## src/rtl/fetch_ctrl.sv

```systemverilog
// fetch_ctrl: IF-stage sequencer and sole driver of the PC's control inputs.
// It arbitrates between a taken branch from EX, a jump from ID, a halt, the load-use
// hazard and instruction-memory wait. It also brings the PC to RESET_VEC after reset,
// issues pipeline flushes and keeps a saturating count of stall cycles.
//
// Ports
//   clk, rst_n          clock (rising edge), asynchronous active-low reset
//   imem_ready          instruction word at the current PC is available this cycle
//   load_use            load-use hazard detected in ID
//   br_taken, br_target branch resolved taken in EX, and its target
//   jmp_req, jmp_target jump decoded in ID, and its target
//   halt                halt instruction in ID
//   stall               hold the PC
//   jump_cs, Next_pc    load Next_pc into the PC; Next_pc is RESET_VEC when not jumping
//   flush_ifid          squash the IF/ID register
//   flush_idex          squash the ID/EX register (insert a bubble)
//   state               BOOT=0, RUN=1, MEMWAIT=2, HALT=3
//   stall_cycles        saturating count of cycles with stall=1
module fetch_ctrl #(
  parameter int unsigned     PC_W      = 6,
  parameter logic [PC_W-1:0] RESET_VEC = '0,
  parameter int unsigned     CNT_W     = 16
) (
  input  logic             clk,
  input  logic             rst_n,
  input  logic             imem_ready,
  input  logic             load_use,
  input  logic             br_taken,
  input  logic [PC_W-1:0]  br_target,
  input  logic             jmp_req,
  input  logic [PC_W-1:0]  jmp_target,
  input  logic             halt,
  output logic             stall,
  output logic             jump_cs,
  output logic [PC_W-1:0]  Next_pc,
  output logic             flush_ifid,
  output logic             flush_idex,
  output logic [1:0]       state,
  output logic [CNT_W-1:0] stall_cycles
);

  typedef enum logic [1:0] {
    StBoot    = 2'd0,
    StRun     = 2'd1,
    StMemWait = 2'd2,
    StHalt    = 2'd3
  } state_e;

  state_e            state_q, state_d;
  logic              pend_v_q, pend_v_d;
  logic              pend_br_q, pend_br_d;
  logic [PC_W-1:0]   pend_tgt_q, pend_tgt_d;
  logic [CNT_W-1:0]  cnt_q, cnt_d;
  logic [PC_W-1:0]   tgt;

  // State register
  always_ff @(posedge clk or negedge rst_n) begin
    if (!rst_n) begin
      state_q    <= StBoot;
      pend_v_q   <= 1'b0;
      pend_br_q  <= 1'b0;
      pend_tgt_q <= '0;
      cnt_q      <= '0;
    end else begin
      state_q    <= state_d;
      pend_v_q   <= pend_v_d;
      pend_br_q  <= pend_br_d;
      pend_tgt_q <= pend_tgt_d;
      cnt_q      <= cnt_d;
    end
  end

  // Next-state logic
  always_comb begin
    state_d    = state_q;
    pend_v_d   = pend_v_q;
    pend_br_d  = pend_br_q;
    pend_tgt_d = pend_tgt_q;
    cnt_d      = cnt_q;
    if (stall && (cnt_q != {CNT_W{1'b1}})) begin
      cnt_d = cnt_q + CNT_W'(1);
    end
    case (state_q)
      StBoot: state_d = StRun;
      StRun: begin
        // Redirects and load-use keep RUN; halt and memory wait leave it.
        if (!br_taken && !jmp_req) begin
          if (halt) begin
            state_d = StHalt;
          end else if (!load_use && !imem_ready) begin
            state_d = StMemWait;
          end
        end
      end
      StMemWait: begin
        if (!imem_ready) begin
          // A branch is older than any jump behind it, so it always overwrites.
          if (br_taken) begin
            pend_v_d   = 1'b1;
            pend_br_d  = 1'b1;
            pend_tgt_d = br_target;
          end else if (jmp_req && !pend_v_q) begin
            pend_v_d   = 1'b1;
            pend_br_d  = 1'b0;
            pend_tgt_d = jmp_target;
          end
        end else begin
          pend_v_d  = 1'b0;
          pend_br_d = 1'b0;
          state_d   = StRun;
        end
      end
      StHalt:  state_d = StHalt;
      default: state_d = StBoot;
    endcase
  end

  // Output logic (Mealy). tgt stays at RESET_VEC unless a jump is issued.
  always_comb begin
    stall      = 1'b0;
    jump_cs    = 1'b0;
    tgt        = RESET_VEC;
    flush_ifid = 1'b0;
    flush_idex = 1'b0;
    case (state_q)
      StBoot: begin
        jump_cs    = 1'b1;
        flush_ifid = 1'b1;
        flush_idex = 1'b1;
      end
      StRun: begin
        if (br_taken) begin
          jump_cs    = 1'b1;
          tgt        = br_target;
          flush_ifid = 1'b1;
          flush_idex = 1'b1;
        end else if (jmp_req) begin
          jump_cs    = 1'b1;
          tgt        = jmp_target;
          flush_ifid = 1'b1;
        end else if (halt) begin
          stall      = 1'b1;
          flush_ifid = 1'b1;
        end else if (load_use) begin
          stall      = 1'b1;
          flush_idex = 1'b1;
        end else if (!imem_ready) begin
          stall = 1'b1;
        end
      end
      StMemWait: begin
        if (!imem_ready) begin
          stall = 1'b1;
          if (br_taken) begin
            flush_ifid = 1'b1;
            flush_idex = 1'b1;
          end else if (jmp_req) begin
            flush_ifid = 1'b1;
          end
          if (load_use) begin
            flush_idex = 1'b1;
          end
        end else if (pend_v_q) begin
          jump_cs    = 1'b1;
          tgt        = pend_tgt_q;
          flush_ifid = 1'b1;
          flush_idex = load_use;
        end else if (br_taken) begin
          jump_cs    = 1'b1;
          tgt        = br_target;
          flush_ifid = 1'b1;
          flush_idex = 1'b1;
        end else if (jmp_req) begin
          jump_cs    = 1'b1;
          tgt        = jmp_target;
          flush_ifid = 1'b1;
        end else begin
          stall      = load_use;
          flush_idex = load_use;
        end
      end
      StHalt:  stall = 1'b1;
      default: stall = 1'b1;
    endcase
  end

  assign Next_pc      = tgt;
  assign state        = state_q;
  assign stall_cycles = cnt_q;

  // The PC gives stall priority over jump, so both must never be requested together.
  a_jump_no_stall: assert property (@(posedge clk) disable iff (!rst_n) jump_cs |-> !stall);
  a_pend_br_valid: assert property (@(posedge clk) disable iff (!rst_n) pend_br_q |-> pend_v_q);

endmodule

```

## config.mk

```make
export PLATFORM = sky130hd
export DESIGN_NAME = fetch_ctrl
export DESIGN_NICKNAME = d
export VERILOG_FILES = /design/src/rtl/fetch_ctrl.sv
export SDC_FILE = /design/constraint.sdc
export NUM_CORES = 1
export LEC_CHECK = 0
export ABC_CLOCK_PERIOD_IN_PS = 2050
export BUFFER_PORTS_ARGS = -buffer_cell sky130_fd_sc_hd__buf_2
export CELL_PAD_IN_SITES_DETAIL_PLACEMENT = 2
export CELL_PAD_IN_SITES_GLOBAL_PLACEMENT = 2
export CORE_MARGIN = 5
export CORE_UTILIZATION = 31
export CTS_CLUSTER_SIZE = 8
export DETAILED_ROUTE_END_ITERATION = 12
export PLACE_DENSITY_LB_ADDON = 0.25
export REMOVE_ABC_BUFFERS = 1
export SYNTH_ARGS = -nofsm -noshare
export SYNTH_HDL_FRONTEND = slang
export SYNTH_SLANG_ARGS = --single-unit
```

## constraint.sdc

```tcl
create_clock -name clk -period 2.05 [get_ports clk]
set_input_delay 0.1025 -clock clk [delete_from_list [all_inputs] [get_ports clk]]
set_output_delay 0.1025 -clock clk [all_outputs]
set_load 0.02 [all_outputs]
```

==> results_dict.tcl, run 1 <==
set metrics [dict create \
    cp_common_cell "buf_4" \
    synth-compound-area-share_pct 13.5 \
    clockRootBuffer "clkbuf_8" \
    grt-ovfl-total 0 \
    cts_tree "built" \
    synth.area.top_cells "dfrtp_1, xor2_1, mux2_2" \
    wirelength_mm 4.96 \
    final_cell_mix "buf_2, dfrtp_1, nand2_1, xor2_1, buf_4" \
    power_mw 2.22 \
    rsz0062_at_grt "false" \
    clk_path_buf_depth 2 \
    ir_worst_vdd_mv 0.512 \
    viasPerCell 5.15 \
    relSlewSlack_pct 60.6 \
    final_common_cell "buf_2" \
    path_clk_slew_ps 100 \
    antenna_found_initial 1 \
    die_area_sq_mm 0.00678 \
    synth_top_family_by_area "simple AND/OR/NAND/NOR gates" \
    ys.flop_type "dfrtp_1" \
    syn_inst 159 \
    num_rows 26 \
    path_cells "inv_2 > ha_1 > buf_4 > nand2_1 > o311a_4 > buf_4 > nor3_2 > xor2_1" \
    syn2layout_area_growth_pct 28.0 \
    die_w_microns 82.3 \
    crit_slowest_cell "dfrtp_1" \
    vias 1474 \
    fin_crit_ps 1970 \
    synthMuxAreaShare_pct 7.41 \
    io_buffer_count 46 \
    max_cap_viol_count 0 \
    yosys_warnings 0 \
    final-setup-viol-count 0 \
    dp.final_hpwl_mm 3.84 \
    synth_cell_type_count 43 \
    yosysSeqAreaShare_pct 38.6 \
    htree_num_levels 1 \
    worstMarginPinSlew_ps 592 \
    arrival_ps 2170 \
    grt_pass1_wl_mm 8.07 \
    start_kind "flip-flop" \
    synth_top_area_share_pct 38.6 \
    drtIter0Drc 39 \
    p_per_area_mw_per_mm2 1070 \
    grt_start_max_net_pins 26 \
    grt_pass1_vias 1638 \
    die_h_microns 82.3 \
    cp_max_fo 12 \
    leakagePower_nw 1.01 \
    drcViolationCount 0 \
    numClockSinks 25 \
    hp-class "input pin to flip-flop" \
    async_flop_share_pct 100 \
    finalSetupTns_ps 0 \
    fin_nets 240 \
    fmax_mhz 507 \
    clock_skew_ps 1.37 \
    ant_nets 0 \
    end_kind "flip-flop" \
    yosysTopAreaCell "dfrtp_1" \
    yosys.area_share.simple_pct 26.3 \
    finalCritPeriodShare_pct 96.2 \
    synthAdderAreaFrac_pct 3.86 \
    grt.total_usage_pct 15.7 \
    yosys_register_bits 25 \
    cts_buffers 3 \
    slew_violations 0 \
    clk_latency_ps 280 \
    syn_avg_cell_area_sq_um 10.2 \
    outcome "complete, no violations" \
    crit_required_ps 2250 \
    wl_per_cell_microns 17.4 \
    synthXorXnorAreaFrac_pct 7.56 \
    core_area_sq_mm 0.00511 \
    dr.pass1.iters 3 \
    path_delay_family "buffers and inverters" \
    io_pins 47 \
    critPathMaxStageDelay_ps 410 \
    gp_congestion 0.772 \
    hold_viol 0 \
    synth_area_sq_mm 0.00162 \
    synth_edf_count 0 \
    cp.buffers_inverters 3 \
    start_util_pct 31.7 \
    critPathKind "flip-flop to flip-flop" \
    drive_gt1_share_pct 40.5 \
]
## report_power, final
part | switching (mW) | internal [mW]
logic | 0.669 | 0.463
registers | 0.140 | 0.636
clock network | 0.178 | 0.138
## Yosys cell counts, drive strengths merged, types with 2 or more instances
library cell  count
nor3b             2
ha                5
a31oi             3
dfrtp            25
nand4             2
and2              3
nand2            16
o21ai            11
nor2b             6
inv               6
nor2              9
and3              4
mux2i             3
a22oi             5
nand3             5
mux2              8
nor4b             5
xor2             13
nor3              8
a21oi             6
buf               3
## metal layers
metal / GRT usage [%] / share of wire, % / routed length, microns
met5: 0 / 0 / 0
met4: 4.82 / 1.6 / 77
met3: 2.49 / 4.2 / 210
met2: 29.3 / 52 / 2600
met1: 18.0 / 42 / 2080
## flip-flops by register name, indices dropped and copies added (netlist names)
signal        cells
pend_tgt_q        6
pend_v_q          1
stall_cycles     16
state             2
## final cells by class
| cell class | instances | area [sq um] |
|---|---|---|
| antenna | 1 | 2.50 |
| timing repair buffer | 55 | 303 |
| sequential | 25 | 626 |
| clock buffer | 3 | 41.3 |
| inverter | 6 | 22.5 |
| clock inverter | 1 | 7.51 |
| multi-input combinational | 125 | 986 |
| tap | 70 | 87.6 |
| fill | 584 | 3030 |
## metrics by stage
stage / hold slack (ps) / worst slack, ps / instance area [sq um] / util (%) / cells
finish: 138 / 76.9 / 2080 / 40.6 / 286
global route: 190 / 3.43 / 2080 / 40.6 / 286
CTS: 139 / 8.48 / 2050 / 40.1 / 285
detailed placement: 143 / -18.5 / 1950 / 38.1 / 276
global placement: 130 / 128 / 1950 / 38.1 / 276
floorplan: -193 / -62.9 / 1600 / - / 156
## cell families (layout without fill, tap and decap cells)
kind of cell             after synthesis  count (layout)
multiplexers                          11              11
flip-flops                            25              25
AO/OA/AOI/OAI                         32              32
AND/OR/NAND/NOR                       63              63
buffers and inverters                  9              65
adder cells (fa/ha/maj)                5               5
other                                  0               1
XOR/XNOR                              14              14
## path summary, 6_finish.rpt
path                                                 to  slack [ps]                          from  depth (start not counted)
min                           pend_tgt_q[2]$_DFFE_PN0P_         140                 jmp_target[2]                          3
max reg2reg                stall_cycles[10]$_DFFE_PN0P_          80          state[0]$_DFFE_PN0P_                          8
min reg2reg                stall_cycles[13]$_DFFE_PN0P_         490  stall_cycles[13]$_DFFE_PN0P_                          1
max in group asynchronous  stall_cycles[13]$_DFFE_PN0P_        1310                         rst_n                          2
min in group asynchronous     pend_tgt_q[0]$_DFFE_PN0P_         350                         rst_n                          2
max                        stall_cycles[10]$_DFFE_PN0P_          80          state[0]$_DFFE_PN0P_                          8
## repair_timing
item,CTS,global route
endpoints found under the setup margin,7,12
resized for setup,3,8
setup buffers,4,0
hold buffers,1,0
hold endpoints to repair,25,0
pin swaps,1,2
## worst min-delay path, delay by kind of cell
kind / cells / cell delay (ps)
buffers and inverters: 1 / 90
multiplexers: 1 / 50
AO/OA/AOI/OAI: 1 / 140
Power figures use the tool's default switching activity.
==> run 2: changes to the inputs <==
--- a/config.mk
+++ b/config.mk
@@ -6,13 +6,13 @@
 export NUM_CORES = 1
 export LEC_CHECK = 0
 export ABC_CLOCK_PERIOD_IN_PS = 2050
-export BUFFER_PORTS_ARGS = -buffer_cell sky130_fd_sc_hd__buf_2
 export CELL_PAD_IN_SITES_DETAIL_PLACEMENT = 2
 export CELL_PAD_IN_SITES_GLOBAL_PLACEMENT = 2
 export CORE_MARGIN = 5
-export CORE_UTILIZATION = 31
+export CORE_UTILIZATION = 38
 export CTS_CLUSTER_SIZE = 8
 export DETAILED_ROUTE_END_ITERATION = 12
+export DONT_BUFFER_PORTS = 1
 export PLACE_DENSITY_LB_ADDON = 0.25
 export REMOVE_ABC_BUFFERS = 1
 export SYNTH_ARGS = -nofsm -noshare
==> run 2 against run 1 <==
  * Clock power fell by 6%
  * Largest power group unchanged
  * Worst setup slack improved by 13 ps
  * Routed wire length fell by 2.5%
  * Highest routed layer unchanged
==> results_dict.tcl, run 2 (same netlist as run 1, synthesis figures left out) <==
set metrics [dict create \
    antenna_found_initial 0 \
    dpl_worst_slack_ps -94.5 \
    die_w_microns 75.3 \
    dr.pass1.iters 4 \
    final.fill_count 431 \
    finalCritPeriodShare_pct 95.6 \
    cts_tree "built" \
    gp_congestion 0.874 \
    wirelength_mm 4.84 \
    drtIter0Drc 53 \
    cp-endpoint "stall_cycles[9]$_DFFE_PN0P_" \
    regToRegStartpoint "pend_v_q$_DFFE_PN0P_" \
    grt_start_max_net_pins 26 \
    grt.total_usage_pct 17.3 \
    final-setup-viol-count 0 \
    setup_slack_ps 90.4 \
    vias 1338 \
    path_clk_slew_ps 90 \
    grt_pass1_vias 1452 \
    ant_nets 0 \
    io_buffer_count 0 \
    die_area_sq_mm 0.00567 \
    r2r_slack_ps 90 \
    end_kind "flip-flop" \
    placed_cell_area_sq_mm 0.00182 \
    outcome "complete, no violations" \
    dp.final_hpwl_mm 3.67 \
    grt_pass1_wl_mm 7.44 \
    clk_latency_ps 270 \
    final_area_sq_mm 0.00195 \
    hold_ws_ps 19.9 \
    seq_area_sq_um 626 \
    start_util_pct 40.0 \
    relSlewSlack_pct 68.0 \
    ff2ff_path_depth 6 \
    crit_slowest_cell "dfrtp_1" \
    die_h_microns 75.3 \
    power_mw 2.17 \
    worstMarginPinSlew_ps 482 \
    p_per_area_mw_per_mm2 1120 \
    core_area_sq_mm 0.00406 \
    drive_gt1_share_pct 31.1 \
    stdcell_count 233 \
    numClockSinks 25 \
    n_antenna_cell 0 \
    ir_worst_vdd_mv 0.748 \
    arrival_ps 2150 \
    r2r-end "stall_cycles[9]$_DFFE_PN0P_" \
    largest_reg_flops 16 \
    io_pins 47 \
    cts_buffers 3 \
    drcViolationCount 0 \
    clockRootBuffer "clkbuf_8" \
    fmax_mhz 510 \
    cp_max_fo 9 \
    whs_path_depth 2 \
    start_kind "flip-flop" \
    leakagePower_nw 0.890 \
    max_cap_viol_count 0 \
    final_cell_mix "dfrtp_1, buf_4, nand2_1, xor2_1, o21ai_0" \
    htree_num_levels 1 \
    critPathKind "flip-flop to flip-flop" \
    num_rows 23 \
    final_common_cell "dfrtp_1" \
    hp-class "input pin to flip-flop" \
    grt-ovfl-total 0 \
    syn2layout_area_growth_pct 20.0 \
    post-route-util_pct 47.9 \
    crit_required_ps 2240 \
    clk_path_buf_depth 2 \
    fin_nets 208 \
    finalSetupTns_ps 0 \
    wl_per_cell_microns 20.8 \
    clock_skew_ps 9.97 \
    path_cells "inv_1 > o21ai_2 > o311a_4 > buf_12 > nor4b_2 > xor2_1" \
    slew_violations 0 \
    crit_start "pend_v_q$_DFFE_PN0P_" \
    hold_viol 0 \
    multiInputGateArea_sq_um 988 \
    viasPerCell 5.74 \
    fin_crit_ps 1960 \
    critPathMaxStageDelay_ps 430 \
    dpl.cell_count 225 \
]
## run 2: changes by cell type in the layout (fill, tap and decap cells not counted), moves of 2 or more
cell	delta
buf_12	+2
buf_2	-45
and2_1	-2
and2_2	+2
buf_4	+11
## run 2: timing repair
action / 4_1_cts / 5_1_grt
endpoints found under the hold margin: 25 / 0
setup endpoints to repair: 8 / 13
hold buffers: 2 / 0
resized for setup: 3 / 9
buffers inserted: 0 / 2
pin swaps: 0 / 0
## run 2: worst max-delay path: cells and delay by family (launching register included)
kind | cells | cell delay, ps
compound gates | 2 | 550
xor+xnor | 1 | 200
buf+inv | 2 | 400
simple gates | 1 | 300
flops | 1 | 430
## run 2: worst min-delay path by stage
stage / from / slack (ps) / end
after floorplan: rst_n / -190 / pend_tgt_q[0]$_DFFE_PN0P_
after global placement: rst_n / -190 / stall_cycles[13]$_DFFE_PN0P_
after detailed placement: rst_n / -190 / stall_cycles[13]$_DFFE_PN0P_
after CTS: halt / 10 / state[0]$_DFFE_PN0P_
after global routing: halt / 1 / state[0]$_DFFE_PN0P_
final: halt / 20 / state[0]$_DFFE_PN0P_
## run 2: where the power goes
| part | switching [mW] | internal [mW] |
|---|---|---|
| registers | 0.130 | 0.636 |
| clock network | 0.162 | 0.136 |
| logic | 0.655 | 0.453 |
| total | 0.946 | 1.23 |
## run 2: layer usage
| metal | GRT usage [%] | part of all wire, % | up-vias |
|---|---|---|---|
| met5 | 0 | 0 | - |
| met4 | 5.44 | 1.7 | 0 |
| met3 | 4.75 | 6.7 | 8 |
| met2 | 29.2 | 51 | 35 |
| met1 | 21.6 | 40 | 680 |
| li1 | - | - | 615 |
## run 2: area by class of cell
cell class,instances,share of cell area (%)
clock buffers,3,2.12
clock inverters,1,0.257
inverters,6,1.16
multi-input cells,125,50.8
flip-flops and latches,25,32.2
well taps,50,3.22
repair buffers,23,10.3
==> run 3: changes to the inputs <==
--- a/config.mk
+++ b/config.mk
@@ -13,7 +13,7 @@
 export CTS_CLUSTER_SIZE = 8
 export DETAILED_ROUTE_END_ITERATION = 12
 export DONT_BUFFER_PORTS = 1
-export PLACE_DENSITY_LB_ADDON = 0.25
+export PLACE_DENSITY = 0.81
 export REMOVE_ABC_BUFFERS = 1
 export SYNTH_ARGS = -nofsm -noshare
 export SYNTH_HDL_FRONTEND = slang
==> run 3 against run 2 <==
  * Critical path depth increased by 2
  * Sequential share of layout area about the same
  * Cell area about the same
  * First-iteration DRC count grew 1.9%
  * Sequential cell count stayed put
  * Fmax increased by 1.6%
  * Utilization hardly changed
  * Total power increased by 2.5%
  * Combinational power grew 5%
  * Routed wire length increased by 5.1%
  * Highest routed layer unchanged
==> results_dict.tcl, run 3 (same netlist as run 1, synthesis figures left out) <==
set metrics [dict create \
    leakagePower_nw 0.883 \
    critPathKind "flip-flop to output pin" \
    die_h_microns 75.3 \
    clk_latency_ps 280 \
    netSwitchingPower_mw 0.985 \
    wirelength_mm 5.09 \
    largest_reg_flops 16 \
    drcViolationCount 0 \
    rsz0062_at_grt "false" \
    final_cell_mix "dfrtp_1, buf_4, nand2_1, xor2_1, o21ai_0" \
    fin_crit_ps 1930 \
    comb_power_share_pct 52.2 \
    io_pins 47 \
    critPathMaxStageDelay_ps 390 \
    grt_pass1_wl_mm 8.23 \
    viasPerCell 5.84 \
    grt_start_max_net_pins 26 \
    fmax_mhz 518 \
    arrival_ps 1830 \
    hold_end "state[0]$_DFFE_PN0P_" \
    relSlewSlack_pct 65.2 \
    grt_pass1_vias 1609 \
    n_antenna_cell 0 \
    num_rows 23 \
    grt.total_usage_pct 19.5 \
    cts_buffers 3 \
    final.fill_count 420 \
    fin_nets 208 \
    power.internal_mw 1.24 \
    clockPowerShare_pct 14.1 \
    max_cap_viol_count 0 \
    wl_per_cell_microns 21.8 \
    clk_path_buf_depth 2 \
    syn2layout_area_growth_pct 20.1 \
    end_kind "output pin" \
    ff2ff_path_depth 7 \
    dr.pass1.iters 3 \
    power_mw 2.23 \
    r2r_slack_ps 160 \
    clock_skew_ps 1.81 \
    slew_violations 0 \
    grt-ovfl-total 0 \
    final-setup-viol-count 0 \
    path_clk_slew_ps 90 \
    p_per_area_mw_per_mm2 1140 \
    core_area_sq_mm 0.00406 \
    vias 1360 \
    cp_max_fo 5 \
    hold_ws_ps 20.2 \
    ir_worst_vdd_mv 0.445 \
    io_buffer_count 0 \
    clockRootBuffer "clkbuf_8" \
    start_util_pct 40.0 \
    finalCritPeriodShare_pct 94.1 \
    final_common_cell "dfrtp_1" \
    ant_nets 0 \
    htree_num_levels 1 \
    die_w_microns 75.3 \
    switching_share_pct 44.3 \
    r2r-end "stall_cycles[5]$_DFFE_PN0P_" \
    drive_gt1_share_pct 33.3 \
    hp-start "halt" \
    gp_congestion 0.852 \
    start_kind "flip-flop" \
    path_cells "inv_1 > ha_2 > buf_4 > nand2_1 > nor2_4 > a22oi_1 > nor2b_1 > buf_4" \
    antenna_found_initial 0 \
    pwr-share-seq_pct 33.7 \
    cp_common_cell "buf_4" \
    drtIter0Drc 54 \
    hold_viol 0 \
    hp-class "input pin to flip-flop" \
    dp.final_hpwl_mm 3.95 \
    numClockSinks 25 \
    outcome "complete, no violations" \
    regToRegStartpoint "state[1]$_DFFE_PN0P_" \
    crit_slowest_cell "dfrtp_1" \
    crit_required_ps 1950 \
    worstMarginPinSlew_ps 520 \
    die_area_sq_mm 0.00567 \
    whs_path_depth 2 \
    cts_tree "built" \
]
-- run 3: cell types whose count changed in the layout (fill, tap and decap cells not counted), sizes merged --
cell / before / now
clkinv: 1 / 0
clkbuf: 3 / 4
-- run 3: metal layers --
metal  wire (microns)  vias up  GRT usage [%]
li1                 -      622              -
met2             2710       42           36.1
met1             1910      683           21.6
met4              144        0           7.57
met5                0        -              0
met3              319       13           4.09
-- run 3: power by group through the flow --
stage / Sequential [mW] / Clock, mW / Combinational (mW)
2_1_floorplan: 0.851 / 0 / 0.593
3_3_place_gp: 0.737 / 0 / 1.00
3_5_place_dp: 0.760 / 0 / 1.09
4_1_cts: 0.752 / 0.319 / 1.15
5_1_grt: 0.765 / 0.331 / 1.27
6_report: 0.750 / 0.313 / 1.16
-- run 3: final cells by class --
type	count	area (sq um)	share of cell area, %
multi-input cells	125	1000	51.5
flip-flops and latches	25	626	32.1
repair buffers	23	188	9.64
well taps	50	62.6	3.21
clock buffers	4	45.0	2.31
inverters	6	22.5	1.16
-- run 3: per-stage QoR --
stage                     setup slack, ps  TNS [ps]  area (sq um)  utilization, %  instances
after floorplan                     -62.9     -62.9          1600               -        156
after global placement                263         0          1820            44.8        227
after detailed placement             76.9         0          1820            44.8        227
after CTS                            14.6         0          1910            47.2        233
after global routing                 18.4         0          1950            48.0        233
final                                 120         0          1950            48.0        233
-- run 3: worst max-delay path by stage --
stage	startpoint	endpoint	slack [ps]	cells past startpoint
after detailed placement	state[1]$_DFFE_PN0P_	stall_cycles[3]$_DFFE_PN0P_	80	7
after floorplan	state[0]$_DFFE_PN0P_	stall_cycles[12]$_DFFE_PN0P_	-60	7
after global placement	state[1]$_DFFE_PN0P_	stall_cycles[12]$_DFFE_PN0P_	260	6
after CTS	state[0]$_DFFE_PN0P_	Next_pc[3]	10	8
final	state[0]$_DFFE_PN0P_	Next_pc[3]	120	8
after global routing	state[0]$_DFFE_PN0P_	Next_pc[3]	20	8
-- run 3: timing repair --
action / 4_1_cts / 5_1_grt
gates resized for setup: 5 / 12
endpoints found under the hold margin: 25 / 0
setup buffers: 0 / 0
hold buffers: 2 / 0
pin swaps: 0 / 1
endpoints found under the setup margin: 6 / 8
-- run 3: critical path: cells and delay by family (launching register included) --
kind | cells | cell delay [ps]
buffers and inverters | 3 | 420
AND/OR/NAND/NOR | 3 | 420
flip-flops | 1 | 390
adder cells (fa/ha/maj) | 1 | 210
AO/OA/AOI/OAI | 1 | 110
